`src/rtl/fifo_wr_ctrl.sv`:
```
// Write-side pointer and status controller for the async FIFO.
// All state lives in the write clock domain.
module fifo_wr_ctrl #(
  parameter int ADDR_WIDTH   = 3,
  parameter int AFULL_THRESH = 6
) (
  input  logic                  wclk,
  input  logic                  wrst_n,
  input  logic                  winc,
  input  logic                  wclr_ovf,
  input  logic [ADDR_WIDTH:0]   wq2_rptr,
  output logic [ADDR_WIDTH-1:0] waddr,
  output logic [ADDR_WIDTH:0]   wptr_gray,
  output logic                  wfull,
  output logic                  walmost_full,
  output logic [ADDR_WIDTH:0]   wlevel,
  output logic                  woverflow
);

  localparam int PW = ADDR_WIDTH + 1;
  localparam logic [PW-1:0] AF = PW'(AFULL_THRESH);

  logic [PW-1:0] wbin;
  logic [PW-1:0] wbin_next;
  logic [PW-1:0] gray_next;
  logic [PW-1:0] rbin;
  logic [PW-1:0] rptr_full;
  logic [PW-1:0] wlevel_next;
  logic          push;

  always_comb begin
    push      = winc & ~wfull;
    wbin_next = wbin + {{ADDR_WIDTH{1'b0}}, push};
    gray_next = wbin_next ^ (wbin_next >> 1);
  end

  // Each binary bit is the XOR of all Gray bits at or above it.
  always_comb begin
    rbin = '0;
    for (int i = 0; i < PW; i++) begin
      rbin[i] = ^(wq2_rptr >> i);
    end
  end

  always_comb begin
    rptr_full   = {~wq2_rptr[PW-1:PW-2], wq2_rptr[PW-3:0]};
    wlevel_next = wbin_next - rbin;
  end

  assign waddr = wbin[ADDR_WIDTH-1:0];

  always_ff @(posedge wclk) begin
    if (!wrst_n) begin
      wbin         <= '0;
      wptr_gray    <= '0;
      wfull        <= 1'b0;
      walmost_full <= 1'b0;
      wlevel       <= '0;
      woverflow    <= 1'b0;
    end else begin
      wbin         <= wbin_next;
      wptr_gray    <= gray_next;
      wfull        <= (gray_next == rptr_full);
      walmost_full <= (wlevel_next >= AF);
      wlevel       <= wlevel_next;
      // A rejected write outranks a clear in the same cycle.
      if (winc & wfull) begin
        woverflow <= 1'b1;
      end else if (wclr_ovf) begin
        woverflow <= 1'b0;
      end
    end
  end

endmodule

```
`config.mk`:
```
export PLATFORM = sky130hd
export DESIGN_NAME = fifo_wr_ctrl
export DESIGN_NICKNAME = d
export VERILOG_FILES = /design/src/rtl/fifo_wr_ctrl.sv
export SDC_FILE = /design/constraint.sdc
export NUM_CORES = 1
export LEC_CHECK = 0
export BUFFER_PORTS_ARGS = -buffer_cell sky130_fd_sc_hd__buf_2
export CORE_MARGIN = 4
export CORE_UTILIZATION = 45
export CTS_BUF_LIST = sky130_fd_sc_hd__clkbuf_16
export DETAILED_ROUTE_END_ITERATION = 8
export PLACE_DENSITY = 0.82
export SLEW_MARGIN = 30
export SYNTH_ARGS = -nofsm -noshare
export SYNTH_HDL_FRONTEND = slang
export SYNTH_SLANG_ARGS = --single-unit
export TNS_END_PERCENT = 10
```
`constraint.sdc`:
```
create_clock -name wclk -period 4.91 [get_ports wclk]
set_input_delay 0.982 -clock wclk [delete_from_list [all_inputs] [get_ports wclk]]
set_output_delay 0.982 -clock wclk [all_outputs]
set_load 0.01 [all_outputs]
```
Word-level counts from Yosys, hierarchy flattened
Cells that the tools add are included.
{"block": "op_classes", "n_mux": 2, "bitwise": 5, "order_cmp": 1, "addsub": 2, "reduce_logical": 5, "eq_ne": 1}
{"operator": "$reduce_xor 4->1", "n": 4}
{"operator": "$add 4x1->4", "n": 1}
{"operator": "$eq 4x4->1", "n": 1}
{"operator": "$ge 4x3->1 const B", "n": 1}
{"operator": "$sub 4x4->4", "n": 1}
{"operator": "$xor 4x3->4", "n": 1}
{"operator": "$and 1x1->1", "n": 2}
{"operator": "$mux 1", "n": 2}
{"operator": "$not 2->2", "n": 1}
{"operator": "$reduce_bool 2->1", "n": 1}
{"operator": "$not 1->1", "n": 1}
{"block": "word_totals", "inputBits": 8, "regBits": 15, "elab_cells": 22, "output_inout_bits": 14}

Depth between registers and ports, before layout
{"block": "logic_depth", "word_depth": 5, "ltp_mapped": 8, "depth_no_buf": 8}

Least setup slack after synthesis
No wires, ideal clock.
{"block": "synth_path", "kind": "input port to flip-flop", "start": "input port winc", "end": "register walmost_full", "path_slack_ns": 2.101, "path_stages": 8, "n_path_buf": 0, "required_ns": 4.837, "t_arrival_ns": 2.736, "setup_ns": 0.073, "path_cell_list": "nor2b_1 > ha_1 > ha_1 > ha_1 > nor2b_1 > o21a_1 > or4b_4 > o211ai_2"}
{"block": "synth_via", "elab_chain_len": 4}
{"element": "start: declaration", "line": "9", "text": "input logic winc,"}
{"element": "$and 1x1->1", "line": "32", "text": "push = winc & ~wfull;"}
{"element": "$add 4x1->4", "line": "33", "text": "wbin_next = wbin + {{ADDR_WIDTH{1'b0}}, push};"}
{"element": "via wbin_next[1]", "line": "24", "text": "logic [PW-1:0] wbin_next;"}
{"element": "$sub 4x4->4", "line": "47", "text": "wlevel_next = wbin_next - rbin;"}
{"element": "$ge 4x3->1", "line": "64", "text": "walmost_full <= (wlevel_next >= AF);"}
{"element": "end signal: assignment", "line": "64"}
{"element": "end: declaration", "line": "15", "text": "output logic walmost_full,"}
The timed path passes the listed nets, and every way through them passes these cells.
A chain may end at the register's enable or synchronous reset.

Worst setup path in the final report
Ends and elaborated chain as after synthesis.

==> flow_summary.json <==
{
  "outcome": "completed",
  "syn_nets": 77,
  "dieWidth_um": 47.1,
  "crit_required_ns": 5.08,
  "yosysSeqAreaShare_pct": 40.8,
  "synth_commonest_cells": "dfxtp_1 (14), xnor2_1 (8), and2_1 (7)",
  "fin_skew_ns": 0.00570,
  "r2r.worst_path.cells": 8,
  "clock_latency_ns": 0.24,
  "synthesis.area_um2": 687,
  "synth_area_leaders": "dfxtp_1 (41%), xnor2_1 (10%), ha_1 (9.1%), and2_1 (6.4%), xor2_1 (6.4%)",
  "grt_setup_unrepaired": "no",
  "timing.hold.ws_ns": 0.477,
  "worstMarginPinSlew_ns": 0.317,
  "total_power_mw": 0.381,
  "synth_most_common_cell": "dfxtp_1",
  "core_um2": 1370,
  "syn-mean-instance-area_um2": 10.9,
  "synth_edf_count": 0,
  "setup_tns_ns": 0,
  "dieHeight_um": 47.1,
  "initial_core_util_pct": 50.3,
  "yosys.cell_types.count": 19,
  "cap_violations": 0,
  "cp.arrival_ns": 2.98,
  "avgRoutedWirePerCell_um": 12.1,
  "yosysTopAreaCell": "dfxtp_1",
  "route.vias.total": 506,
  "gp_congestion": 0.769,
  "max_freq_mhz": 356,
  "fp-row-count": 13,
  "synthCells": 63,
  "clockBufferDepth": 2,
  "ys.warnings.count": 0,
  "setup_viol": 0,
  "routed_wl_mm": 1.24,
  "numCtsBuffers": 3,
  "synth.top_cell.area_share_pct": 40.8,
  "slew_headroom_pct": 78.8,
  "area_growth_pct": 29.0,
  "grt_pass1_wl_mm": 2.06,
  "grt_max_degree": 15,
  "critPathKind": "primary input to register",
  "min_period_ns": 2.81,
  "drv_slew": 0,
  "p_leak_nw": 0.455,
  "vias_per_cell": 4.96,
  "async_flop_share_pct": 0,
  "antenna_found_initial": 0,
  "ys.flop_type": "dfxtp_1",
  "htreeDepth": 1,
  "drt-pass1-iter-count": 4,
  "final_nets": 102,
  "ys_seq_elements": 14,
  "dr.first_iter.drc_count": 1,
  "cts_setup_buffers": 0,
  "hpwl_um": 936,
  "ant_nets": 0,
  "diodes": 0,
  "dieArea_um2": 2220,
  "drc_errors": 0,
  "cp-end-kind": "register",
  "worstHoldPathType": "register to register",
  "holdBufCountCts": 0,
  "post-route-util_pct": 64.8,
  "drive_above_1_share_pct": 31.0,
  "min_path_cells": 2,
  "hold_viol_final": 0,
  "grt_pass1_vias": 512,
  "cts_sinks": 14,
  "io_buffers": 21,
  "cts_tree": "built",
  "post-place-ws_ns": 1.91,
  "max-vdd-ir-drop_uv": 229,
  "io_pins": 22,
  "start_kind": "primary input",
  "path_clk_slew_ns": 0.05,
  "min_period_over_period_pct": 57.2,
  "post_cts_resized": 0,
  "p_per_area_nw_per_um2": 431,
  "gr-usage-all-layers_pct": 14.1,
  "overflow": 0,
  "cts-root-buf": "clkbuf_16",
  "fin_ws_ns": 2.10,
  "crit_fanout": 3
}
==> sequential cells by signal, summed over array words and instances, names as in the netlist <==
register / count
wlevel: 4
wptr_gray: 4
woverflow: 1
wbin: 3
walmost_full: 1
wfull: 1
==> path summary, 6_finish.rpt <==
check | from | endpoint | slack (ns)
setup / recovery | winc | walmost_full | 2.10
hold / removal | wfull | woverflow | 0.48
setup reg to reg | wfull | walmost_full | 2.66
hold reg to reg | wfull | woverflow | 0.48
==> layout make-up <==
cell class / instances / area, µm²
fill: 119 / 480
multi-input combinational: 44 / 388
sequential: 14 / 280
timing repair buffer: 21 / 105
clock buffer: 3 / 75.1
tap: 15 / 18.8
inverter: 4 / 15.0
clock inverter: 1 / 3.75
==> power breakdown <==
group / total (mW) / switching [mW] / internal (mW)
clock: 0.151 / 0.0438 / 0.107
combinational: 0.0956 / 0.0499 / 0.0457
sequential: 0.135 / 0.00431 / 0.130
==> metrics by stage <==
stage | instances | instance area, µm²
6_report | 102 | 886
3_5_place_dp | 98 | 807
5_1_grt | 102 | 886
2_1_floorplan | 63 | 687
3_3_place_gp | 98 | 807
4_1_cts | 102 | 886
==> worst max-delay path: stages <==
cell	delay, ns
buf_2	0.10
nor2b_1	0.12
ha_1	0.22
ha_1	0.24
xor2_1	0.31
ha_1	0.31
o21a_1	0.13
or4b_4	0.49
o211ai_2	0.08
==> cells in the final DEF (no fill, tap or decap) <==
master | netlist | layout
and3_1 | 1 | 1
a21boi_0 | 2 | 2
nor4b_2 | 1 | 1
clkinv_1 | 0 | 1
xor3_1 | 1 | 1
xor2_1 | 5 | 5
fa_1 | 1 | 1
buf_2 | 0 | 21
nand2b_1 | 1 | 1
and2_1 | 7 | 7
nor2b_1 | 4 | 4
o211ai_1 | 1 | 1
clkbuf_16 | 0 | 3
o211ai_2 | 1 | 1
nand2_1 | 4 | 4
or4b_4 | 1 | 1
inv_1 | 4 | 4
dfxtp_1 | 14 | 14
o21a_1 | 1 | 1
xnor2_1 | 8 | 8
ha_1 | 5 | 5
==> kinds of logic after synthesis <==
group | share of synthesized area (%)
buffers and inverters | 2.73
flip-flops | 40.8
AND/OR/NAND/NOR | 18.2
XOR/XNOR | 20.0
AO/OA/AOI/OAI | 6.19
adder cells (fa/ha/maj) | 12.0
==> metal layers <==
metal	GRT usage (%)	vias to the layer above	part of all wire, %
met5	0	-	0
met4	9.94	0	3.5
met3	4.60	5	5.6
met2	23.3	14	51
met1	14.9	234	40
li1	-	253	-
Note: power is estimated with default switching activity, not from simulation.
